**config.mk**
```make
export PLATFORM = sky130hd
export DESIGN_NAME = tetris_move_scheduler
export DESIGN_NICKNAME = d
export VERILOG_FILES = /design/src/rtl/tetris_move_scheduler.sv
export SDC_FILE = /design/constraint.sdc
export NUM_CORES = 1
export LEC_CHECK = 0
export ABC_AREA = 0
export CORE_MARGIN = 2
export CORE_UTILIZATION = 50
export CTS_CLUSTER_DIAMETER = 60
export DETAILED_ROUTE_END_ITERATION = 10
export HOLD_SLACK_MARGIN = 0.08
export PLACE_DENSITY = 0.74
export REMOVE_ABC_BUFFERS = 1
export SKIP_LAST_GASP = 1
export SYNTH_ARGS = -nofsm -noshare
export SYNTH_HDL_FRONTEND = slang
export SYNTH_SLANG_ARGS = --single-unit
```
**constraint.sdc**
```tcl
create_clock -name clk -period 2.7 [get_ports clk]
set_input_delay 0.405 -clock clk [delete_from_list [all_inputs] [get_ports clk]]
set_output_delay 0.405 -clock clk [all_outputs]
set_load 0.1 [all_outputs]
```
**src/rtl/tetris_move_scheduler.sv**
```systemverilog
// Serializes button and gravity motion requests into one command stream for the game FSM.
// Optional macro AUTO_REPEAT_EN adds held-button auto-repeat for left/right.
module tetris_move_scheduler #(
  parameter int SYNC_STAGES  = 2,
  parameter int GAP_CYCLES   = 1,
  parameter int ACK_TIMEOUT  = 8,
  parameter int REPEAT_DELAY = 30,
  parameter int REPEAT_TICKS = 10
) (
  input  logic       clk,
  input  logic       reset,
  input  logic       onehuzz,
  input  logic       left_i,
  input  logic       right_i,
  input  logic       rotate_i,
  input  logic       drop_i,
  input  logic       freeze,
  input  logic       move_ack,
  output logic       move_req,
  output logic [2:0] move_cmd,
  output logic [4:0] pending,
  output logic       grav_overrun,
  output logic       ack_timeout
);

  localparam int GW = (GAP_CYCLES > 1) ? $clog2(GAP_CYCLES) : 1;
  localparam int AW = (ACK_TIMEOUT > 1) ? $clog2(ACK_TIMEOUT) : 1;
  localparam logic [GW-1:0] GAP_LAST = GW'(GAP_CYCLES - 1);
  localparam logic [AW-1:0] ACK_LAST = AW'(ACK_TIMEOUT - 1);

  typedef enum logic [1:0] {IDLE, ISSUE, GAP} state_t;

  state_t                        state_q, state_d;
  logic [SYNC_STAGES-1:0][3:0]   btn_sync_q, btn_sync_d;
  logic [3:0]                    btn_prev_q, btn_prev_d;
  logic [1:0]                    grav_sync_q, grav_sync_d;
  logic                          grav_prev_q, grav_prev_d;
  logic [4:0]                    rise_q, rise_d;
  logic [4:0]                    pending_q, pending_d;
  logic                          move_req_q, move_req_d;
  logic [2:0]                    move_cmd_q, move_cmd_d;
  logic                          grav_overrun_q, grav_overrun_d;
  logic                          ack_timeout_q, ack_timeout_d;
  logic [AW-1:0]                 timer_q, timer_d;
  logic [GW-1:0]                 gap_q, gap_d;
  logic [3:0]                    btn_lvl;
  logic [1:0]                    rep_fire;
  logic [4:0]                    set_v, clr_v, cur_bit;

  assign btn_lvl = btn_sync_q[SYNC_STAGES-1];

`ifdef AUTO_REPEAT_EN
  localparam int REP_MAX = (REPEAT_DELAY > REPEAT_TICKS) ? REPEAT_DELAY : REPEAT_TICKS;
  localparam int RW = $clog2(REP_MAX + 1);
  logic [1:0][RW-1:0] rep_cnt_q, rep_cnt_d;
  logic [1:0]         rep_armed_q, rep_armed_d;

  // Index 0 is left, 1 is right; holding both suppresses repeat and restarts the count.
  always_comb begin
    rep_cnt_d   = rep_cnt_q;
    rep_armed_d = rep_armed_q;
    rep_fire    = 2'b00;
    for (int d = 0; d < 2; d++) begin
      if (!btn_lvl[d] || btn_lvl[1-d]) begin
        rep_cnt_d[d]   = '0;
        rep_armed_d[d] = 1'b0;
      end else if (rep_cnt_q[d] == (rep_armed_q[d] ? RW'(REPEAT_TICKS) : RW'(REPEAT_DELAY))) begin
        rep_fire[d]    = 1'b1;
        rep_cnt_d[d]   = RW'(1);
        rep_armed_d[d] = 1'b1;
      end else begin
        rep_cnt_d[d] = rep_cnt_q[d] + RW'(1);
      end
    end
  end

  always_ff @(posedge clk or posedge reset) begin
    if (reset) begin
      rep_cnt_q   <= '0;
      rep_armed_q <= '0;
    end else begin
      rep_cnt_q   <= rep_cnt_d;
      rep_armed_q <= rep_armed_d;
    end
  end
`else
  assign rep_fire = 2'b00;
`endif

  always_comb begin
    case (move_cmd_q)
      3'd1:    cur_bit = 5'b00001;
      3'd2:    cur_bit = 5'b00010;
      3'd3:    cur_bit = 5'b00100;
      3'd4:    cur_bit = 5'b01000;
      3'd5:    cur_bit = 5'b11000; // a landed drop also retires any pending gravity step
      default: cur_bit = 5'b00000;
    endcase
  end

  always_comb begin
    btn_sync_d     = {btn_sync_q[SYNC_STAGES-2:0], {drop_i, rotate_i, right_i, left_i}};
    grav_sync_d    = {grav_sync_q[0], onehuzz};
    btn_prev_d     = btn_lvl;
    grav_prev_d    = grav_sync_q[1];
    rise_d         = {btn_lvl[3] & ~btn_prev_q[3],
                      grav_sync_q[1] & ~grav_prev_q,
                      btn_lvl[2] & ~btn_prev_q[2],
                      (btn_lvl[1] & ~btn_prev_q[1]) | rep_fire[1],
                      (btn_lvl[0] & ~btn_prev_q[0]) | rep_fire[0]};
    state_d        = state_q;
    move_req_d     = move_req_q;
    move_cmd_d     = move_cmd_q;
    timer_d        = timer_q;
    gap_d          = gap_q;
    ack_timeout_d  = 1'b0;
    clr_v          = 5'b00000;
    set_v          = rise_q;
    if (rise_q[0] && rise_q[1]) set_v[1:0] = 2'b00;

    case (state_q)
      IDLE: begin
        if (|pending_q) begin
          if (pending_q[4])      move_cmd_d = 3'd5;
          else if (pending_q[3]) move_cmd_d = 3'd4;
          else if (pending_q[2]) move_cmd_d = 3'd3;
          else if (pending_q[0]) move_cmd_d = 3'd1;
          else                   move_cmd_d = 3'd2;
          move_req_d = 1'b1;
          timer_d    = '0;
          state_d    = ISSUE;
        end
      end
      ISSUE: begin
        if (move_ack || timer_q == ACK_LAST) begin
          clr_v         = move_ack ? cur_bit : (cur_bit & 5'b00111) | (move_cmd_q == 3'd4 ? 5'b01000 : 5'b00000) | (move_cmd_q == 3'd5 ? 5'b10000 : 5'b00000);
          ack_timeout_d = ~move_ack;
          move_req_d    = 1'b0;
          move_cmd_d    = 3'd0;
          gap_d         = '0;
          state_d       = (GAP_CYCLES == 0) ? IDLE : GAP;
        end else begin
          timer_d = timer_q + AW'(1);
        end
      end
      GAP: begin
        if (gap_q == GAP_LAST) state_d = IDLE;
        else                   gap_d   = gap_q + GW'(1);
      end
      default: state_d = IDLE;
    endcase

    pending_d      = (pending_q & ~clr_v) | set_v;
    grav_overrun_d = grav_overrun_q | (rise_q[3] & pending_q[3]);

    if (freeze) begin
      pending_d      = '0;
      grav_overrun_d = 1'b0;
      state_d        = IDLE;
      move_req_d     = 1'b0;
      move_cmd_d     = 3'd0;
      timer_d        = '0;
      gap_d          = '0;
      ack_timeout_d  = 1'b0;
    end
  end

  always_ff @(posedge clk or posedge reset) begin
    if (reset) begin
      state_q        <= IDLE;
      btn_sync_q     <= '0;
      btn_prev_q     <= '0;
      grav_sync_q    <= '0;
      grav_prev_q    <= 1'b0;
      rise_q         <= '0;
      pending_q      <= '0;
      move_req_q     <= 1'b0;
      move_cmd_q     <= 3'd0;
      grav_overrun_q <= 1'b0;
      ack_timeout_q  <= 1'b0;
      timer_q        <= '0;
      gap_q          <= '0;
    end else begin
      state_q        <= state_d;
      btn_sync_q     <= btn_sync_d;
      btn_prev_q     <= btn_prev_d;
      grav_sync_q    <= grav_sync_d;
      grav_prev_q    <= grav_prev_d;
      rise_q         <= rise_d;
      pending_q      <= pending_d;
      move_req_q     <= move_req_d;
      move_cmd_q     <= move_cmd_d;
      grav_overrun_q <= grav_overrun_d;
      ack_timeout_q  <= ack_timeout_d;
      timer_q        <= timer_d;
      gap_q          <= gap_d;
    end
  end

  assign move_req     = move_req_q;
  assign move_cmd     = move_cmd_q;
  assign pending      = pending_q;
  assign grav_overrun = grav_overrun_q;
  assign ack_timeout  = ack_timeout_q;

endmodule

```
==> impl_metrics.tcl, run 1 <==
set metrics [dict create \
    outcome "finished, final reports clean" \
    synth_cell_types 29 \
    setup_viol 0 \
    synth-adder-area-share_pct 1.84 \
    post_cts_buffers 0 \
    final.setup.tns_ns 0 \
    synth_top_cell_area_share_pct 66.4 \
    rsz0062_at_grt "false" \
    synth_top_area_cell "dfrtp_1" \
    finalCritPeriodShare_pct 67.2 \
    fin_skew_ns 0.00519 \
    synth_top_family_by_area "simple AND/OR/NAND/NOR gates" \
    cp_max_fo 7 \
    grt_max_degree 37 \
    ys_ff_latch 36 \
    area_growth_pct 17.8 \
    viasPerCell 5.64 \
    synth_xor_area_share_pct 0 \
    fin_nets 142 \
    fp.dieH_um 56.1 \
    pwr_density_cell_nw_per_um2 666 \
    vias 908 \
    end_kind "register" \
    root_buffer "clkbuf_4" \
    yosys_warnings 0 \
    hpwl_mm 1.63 \
    clk-insertion-delay-late_ns 0.33 \
    grt_pass1_vias 895 \
    antenna_found_initial 0 \
    place.port_buffers 19 \
    rows 18 \
    slew_headroom_pct 62.1 \
    tightest_slew_ns 0.567 \
    power_leakage_nw 0.718 \
    min_period_ns 1.81 \
    cts_sinks 36 \
    mostFrequentLayoutCells "dfrtp_1 (36), buf_4 (12), nor2_1 (9)" \
    max-clock-path-buffers 2 \
    tritoncts "yes" \
    coreArea_um2 2520 \
    synth_area_leaders "dfrtp_1 (66%), nand2b_1 (3.7%), nor2b_1 (3.7%)" \
    place.gp.congestion 0.803 \
    layout_commonest_cell "dfrtp_1" \
    drtAntennaViolNets 0 \
    yosys.area_share.simple_pct 16.2 \
    ir_drop_uv 438 \
    critPathLaunchType "register" \
    start_util_pct 53.8 \
    maxSlewViolCount 0 \
    overflow 0 \
    hold_viol 0 \
    critical_path_class "register to register" \
    num_antenna_cells 0 \
    synth_compound_area_share_pct 13.0 \
    avgSynthCellArea_um2 12.7 \
    ios 20 \
    report.power.total_w 0.00106 \
    clk_pin_slew_ns 0.10 \
    routed_wl_mm 2.32 \
    drv_cap 0 \
    hold_class "register to register" \
    cts_hold_buf 0 \
    muxShareOfSynthArea_pct 0 \
    yosysSeqAreaShare_pct 66.4 \
    drc_errors 0 \
    syn-cell-area_um2 1360 \
    detail_route.wl_per_cell_um 14.4 \
    grt_pass1_wl_mm 3.97 \
    htreeDepth 2 \
    cts_buffers 5 \
    dieWidth_um 56.1 \
    dieArea_um2 3150 \
    timing.fmax_mhz 551 \
    final_layout_size_suffix_gt1_share_pct 16.8 \
    drtIter0Drc 14 \
    cp_data_arrival_time_ns 2.03 \
    syn_inst 107 \
    fillers 209 \
    grtUsageTotal_pct 16.7 \
    cp.required_ns 2.92 \
    cts_resized 0 \
    dr.pass1.iters 4 \
]
==> state kept, by name (all words and copies together) (netlist names), 2 cells and up <==
name and cells:
grav_sync_q 2, btn_sync_d 4, move_cmd 3, state_q 2, btn_prev_q 4, timer_q 3
btn_lvl 4, rise_q 5, pending 5
==> Yosys cell counts <==
cell type and count:
o211ai_1 1, o41ai_1 1, a211oi_1 2, nand2b_1 8
a2bb2oi_1 1, or2_4 1, a221oi_1 1, or3_1 1
buf_2 1, a211o_1 1, o2bb2ai_1 2, o21ba_2 1
nor2b_1 8, nor4b_1 3, a221oi_2 1, inv_1 6
a311oi_1 2, ha_1 2, nor3_1 3, nand2_1 1
dfrtp_1 36, nor4_4 1, nor2_1 9, a21oi_1 4
o31ai_1 1, clkbuf_1 2, a31oi_1 1, nand3_1 1
o21ai_0 5
==> worst max-delay path: stages, from the launching register on <==
cell and delay [ns]:
dfrtp_1 0.44, ha_1 0.22, ha_1 0.20, nor2_1 0.37, nor4b_1 0.15, a311oi_1 0.32
==> routing by layer <==
layer	share of wire [%]	vias up	wire length (um)	global-route usage (%)
met1	44	446	1020	20.5
li1	-	421	-	-
met2	46	31	1070	25.4
met4	3.3	0	76	8.50
met3	6.5	10	151	6.74
met5	0	-	0	0
==> worst paths after layout <==
kind	start	cells after the start	endpoint	slack (ns)
max reg2reg	timer_q[0]	5	pending[4]	0.89
max	timer_q[0]	5	pending[4]	0.89
max in group asynchronous	reset	3	pending[1]	1.94
min	btn_sync_d[7]	0	btn_lvl[3]	0.36
min in group asynchronous	reset	3	timer_q[1]	0.46
min reg2reg	btn_sync_d[7]	0	btn_lvl[3]	0.36
==> report_power, final <==
group / leakage, nW / internal (W) / total [W] / switching, W
Combinational: 0.236 / 0.0000609 / 0.000209 / 0.000148
Sequential: 0.454 / 0.000570 / 0.000603 / 0.0000328
Clock: 0.0281 / 0.0000958 / 0.000253 / 0.000157
==> through the flow <==
| step | util (%) | hold slack (ns) | std cells | area, um2 | setup slack (ns) |
|---|---|---|---|---|---|
| 2_1_floorplan | - | 0.331 | 104 | 1350 | 0.965 |
| 3_3_place_gp | 61.6 | 0.333 | 154 | 1550 | 0.899 |
| 4_1_cts | 63.4 | 0.363 | 161 | 1600 | 0.921 |
| 5_1_grt | 63.4 | 0.377 | 161 | 1600 | 0.753 |
| 6_report | 63.4 | 0.360 | 161 | 1600 | 0.886 |
| 3_5_place_dp | 61.6 | 0.339 | 154 | 1550 | 0.850 |
==> cell families after synthesis <==
group / after synthesis
AOI/OAI and AO/OA: 24
adders and majority gates: 2
buffers and inverters: 9
DFF: 36
and+or+nand+nor: 36
==> cell type report <==
class / instances / area [um2] / share of cell area (%)
Clock inverter: 1 / 5.00 / 0.313
Inverter: 6 / 22.5 / 1.41
Sequential cell: 36 / 901 / 56.3
Timing Repair Buffer: 20 / 170 / 10.6
Clock buffer: 6 / 41.3 / 2.58
Tap cell: 30 / 37.5 / 2.35
Multi-Input combinational cell: 62 / 422 / 26.4
(Power assumes the default switching activity.)
==> run 2: changes to the inputs <==
clock period = 1.9 ns   (was 2.7 ns; I/O delays follow)
==> impl_metrics.tcl, run 2 (synthesis results as in run 1) <==
set metrics [dict create \
    pwr_density_cell_nw_per_um2 999 \
    cp.required_ns 2.14 \
    r2r_cells 5 \
    post_cts_buffers 0 \
    max-clock-path-buffers 2 \
    dieWidth_um 56.1 \
    clk_pin_slew_ns 0.10 \
    final_layout_size_suffix_gt1_share_pct 18.0 \
    clk-insertion-delay-late_ns 0.33 \
    detail_route.wl_per_cell_um 14.7 \
    grt_pass1_vias 875 \
    drtAntennaViolNets 0 \
    place.port_buffers 19 \
    viasPerCell 5.69 \
    grtUsageTotal_pct 17.5 \
    dr.pass1.iters 4 \
    routed_wl_mm 2.39 \
    ir_drop_uv 902 \
    cts_hold_buf 0 \
    dieArea_um2 3150 \
    rows 18 \
    drtIter0Drc 22 \
    power_leakage_nw 0.754 \
    final.setup.tns_ns 0 \
    fin_skew_ns 0.00598 \
    critical_path_class "register to register" \
    start_util_pct 53.8 \
    overflow 0 \
    rsz0062_at_grt "false" \
    critPathLaunchType "register" \
    tritoncts "yes" \
    place.gp.congestion 0.813 \
    hpwl_mm 1.66 \
    cts_resized 0 \
    layout_commonest_cell "dfrtp_1" \
    wl_met3_um 169 \
    top_layer "met4" \
    hold_viol 0 \
    drt-met1-wl_mm 1.02 \
    cp_data_arrival_time_ns 1.99 \
    slew_headroom_pct 71.0 \
    vias 928 \
    report.power.total_w 0.00170 \
    outcome "finished, final reports clean" \
    area_growth_pct 25.2 \
    fp.dieH_um 56.1 \
    num_antenna_cells 0 \
    setup_viol 0 \
    fin_util_pct 67.4 \
    grt_pass1_wl_mm 4.05 \
    cts_buffers 5 \
    htreeDepth 2 \
    wl_met2_mm 1.15 \
    antenna_found_initial 0 \
    finalCritPeriodShare_pct 92.3 \
    timing.fmax_mhz 571 \
    grt_max_degree 37 \
    coreArea_um2 2520 \
    drc_errors 0 \
    fin_nets 143 \
    min_period_ns 1.75 \
    tightest_slew_ns 0.434 \
    cp_max_fo 7 \
    end_kind "register" \
    drv_cap 0 \
    ios 20 \
    maxSlewViolCount 0 \
    hold_class "input port to async pin" \
    root_buffer "clkbuf_4" \
    mostFrequentLayoutCells "dfrtp_1 (36), nor2_1 (9)" \
    cts_sinks 36 \
]
==> run 2: cell count changes in the layout (fill, tap and decap cells not counted), sizes merged <==
| cell | delta |
|---|---|
| buf | +1 |
| bufinv | +1 |
==> run 2: worst max-delay path, cell delays in order, from the launching register on <==
cell and delay [ns]:
dfrtp_1 0.44, ha_1 0.22, ha_1 0.20, nor2_1 0.35
nor4b_1 0.13, a311oi_1 0.31
==> run 2: area by class of cell <==
type                    count  area (um2)
flip-flops and latches     36         901
fillers                   208         823
multi-input cells          62         422
repair buffers             21         240
clock buffers               6        41.3
well taps                  30        37.5
clock inverters             2        35.0
inverters                   6        22.5
==> run 2: report_power, final <==
| group | total (W) | leakage (nW) | internal (W) | switching, W |
|---|---|---|---|---|
| clock | 0.000515 | 0.0422 | 0.000276 | 0.000240 |
| combinational | 0.000320 | 0.258 | 0.000109 | 0.000211 |
| sequential | 0.000863 | 0.454 | 0.000810 | 0.0000526 |
| total | 0.00170 | 0.754 | 0.00119 | 0.000503 |
==> run 2: final timing paths <==
| path | slack (ns) | start | endpoint |
|---|---|---|---|
| max reg2reg | 0.15 | timer_q[0] | pending[2] |
| max | 0.15 | timer_q[0] | pending[2] |
| min reg2reg | 0.36 | btn_sync_d[7] | btn_lvl[3] |
| min | 0.34 | reset | timer_q[0] |
| max in group asynchronous | 1.26 | reset | btn_prev_q[2] |
| min in group clk | 0.36 | btn_sync_d[7] | btn_lvl[3] |
==> run 2: routing by layer <==
| metal | GRT usage [%] | vias to the layer above |
|---|---|---|
| li1 | - | 424 |
| met1 | 21.5 | 453 |
| met3 | 8.60 | 8 |
| met4 | 7.48 | 0 |
| met5 | 0 | - |
| met2 | 26.2 | 43 |
==> run 2: through the flow <==
step / setup slack [ns] / cell area [um2] / hold WS, ns / cells
after global placement: 0.259 / 1620 / 0.333 / 155
final: 0.147 / 1700 / 0.336 / 163
after floorplan: 0.165 / 1350 / 0.316 / 104
after global routing: 0.0337 / 1700 / 0.347 / 163
after detailed placement: 0.178 / 1620 / 0.336 / 155
after CTS: 0.163 / 1700 / 0.359 / 163
==> run 3: changes to the inputs <==
CORE_UTILIZATION = 47   (was 50)
PLACE_DENSITY = 0.73   (was 0.74)
SKIP_CTS_REPAIR_TIMING = 1   (was default)
clock period = 1.6 ns   (was 1.9 ns; I/O delays follow)
==> impl_metrics.tcl, run 3 (synthesis results as in run 1) <==
set metrics [dict create \
    pre_cts_ws_ns -0.135 \
    fin_util_pct 67.2 \
    htreeDepth 2 \
    hold_class "input port to async pin" \
    viasPerCell 5.60 \
    max-clock-path-buffers 2 \
    grt_max_degree 37 \
    drtIter0Drc 20 \
    start_util_pct 49.2 \
    hold_viol 0 \
    rrSetupSlack_ns -0.02 \
    path_cells "ha_2, ha_4, or2_4, or3_1, a31oi_1" \
    slew_headroom_pct 69.7 \
    maxSlewViolCount 0 \
    fillers 210 \
    pwr_density_cell_nw_per_um2 1050 \
    tritoncts "yes" \
    overflow 0 \
    clk_pin_slew_ns 0.11 \
    grtUsageTotal_pct 17.0 \
    rsz0062_at_grt "true" \
    coreArea_um2 2760 \
    timing.fmax_mhz 616 \
    ir_drop_uv 787 \
    grt_pass1_wl_mm 4.16 \
    fp.dieH_um 57.7 \
    final_layout_size_suffix_gt1_share_pct 26.6 \
    detail_route.wl_per_cell_um 14.8 \
    area_growth_pct 36.5 \
    place.port_buffers 19 \
    place.gp.congestion 0.787 \
    fin_nets 149 \
    drv_cap 0 \
    cts_buffers 5 \
    layout_commonest_cell "dfrtp_1" \
    setup_viol 1 \
    cp.required_ns 1.87 \
    dr.pass1.iters 4 \
    drtAntennaViolNets 0 \
    setup_ws_ns -0.0237 \
    fin_skew_ns 0.00380 \
    root_buffer "clkbuf_4" \
    num_antenna_cells 0 \
    regArea_um2 901 \
    reg2reg_from "timer_q[0]" \
    slowest_delay_ns 0.44 \
    rows 19 \
    finalCritPeriodShare_pct 101 \
    critPathLaunchType "register" \
    critical_path_class "register to register" \
    mostFrequentLayoutCells "dfrtp_1 (36), buf_12 (11)" \
    crit_path_top_delay_cell "dfrtp_1" \
    routed_wl_mm 2.51 \
    cp_max_fo 4 \
    hpwl_mm 1.69 \
    tightest_slew_ns 0.451 \
    ios 20 \
    outcome "finished, violations left" \
    endpoint "timer_q[0]" \
    dieWidth_um 57.7 \
    setup.worst_path.start "timer_q[0]" \
    violations "negative setup slack" \
    dieArea_um2 3330 \
    r2r-end "timer_q[0]" \
    end_kind "register" \
    antenna_found_initial 0 \
    clk-insertion-delay-late_ns 0.34 \
    power_leakage_nw 0.797 \
    r2r_cells 5 \
    min_period_ns 1.62 \
    cp_data_arrival_time_ns 1.90 \
    vias 952 \
    grt_pass1_vias 901 \
    drc_errors 0 \
    cts_sinks 36 \
    multi_input_area_um2 474 \
]
-- run 3: layer usage --
metal	part of all wire (%)	GRT usage, %	vias up
met3	6.1	6.03	5
met1	42	22.2	477
met5	0	0	-
li1	-	-	437
met4	1.2	6.98	0
met2	51	26.0	33
-- run 3: layout make-up --
cell class / instances / share of cell area (%)
Inverter: 6 / 1.22
Tap cell: 31 / 2.09
Timing Repair Buffer: 27 / 19.4
Multi-Input combinational cell: 62 / 25.6
Sequential cell: 36 / 48.6
Clock inverter: 3 / 1.01
Clock buffer: 5 / 2.03
-- run 3: report_power, final --
part | leakage [nW] | total, W | switching (W) | internal (W)
Sequential | 0.454 | 0.00103 | 0.0000647 | 0.000962
Clock | 0.0349 | 0.000478 | 0.000310 | 0.000169
Combinational | 0.308 | 0.000445 | 0.000268 | 0.000177
-- run 3: worst min path at each step --
stage | start | endpoint | slack [ns]
6_report | reset | btn_sync_d[6] | 0.27
3_5_place_dp | btn_sync_d[7] | btn_lvl[3] | 0.34
2_1_floorplan | left_i | btn_sync_d[4] | 0.27
5_1_grt | drop_i | btn_sync_d[7] | 0.31
4_1_cts | reset | grav_sync_q[0] | 0.30
3_3_place_gp | btn_sync_d[7] | btn_lvl[3] | 0.33
-- run 3: critical path: cells and delay by family (launching register included) --
kind                     cells  cell delay (ns)
adder cells (fa/ha/maj)      2             0.37
flip-flops                   1             0.44
AND/OR/NAND/NOR              2             0.61
AO/OA/AOI/OAI                1             0.14
-- run 3: per-stage QoR --
stage / total power [W] / hold WS, ns / TNS, ns / instance area (um2) / std cells
global placement: 0.00146 / 0.334 / -0.0264 / 1740 / 161
detailed placement: 0.00147 / 0.340 / -0.765 / 1740 / 161
finish: 0.00195 / 0.273 / -0.0237 / 1850 / 170
floorplan: 0.00129 / 0.271 / -0.595 / 1350 / 104
CTS: 0.00193 / 0.296 / -1.01 / 1790 / 169
global route: 0.00203 / 0.308 / -0.137 / 1850 / 170
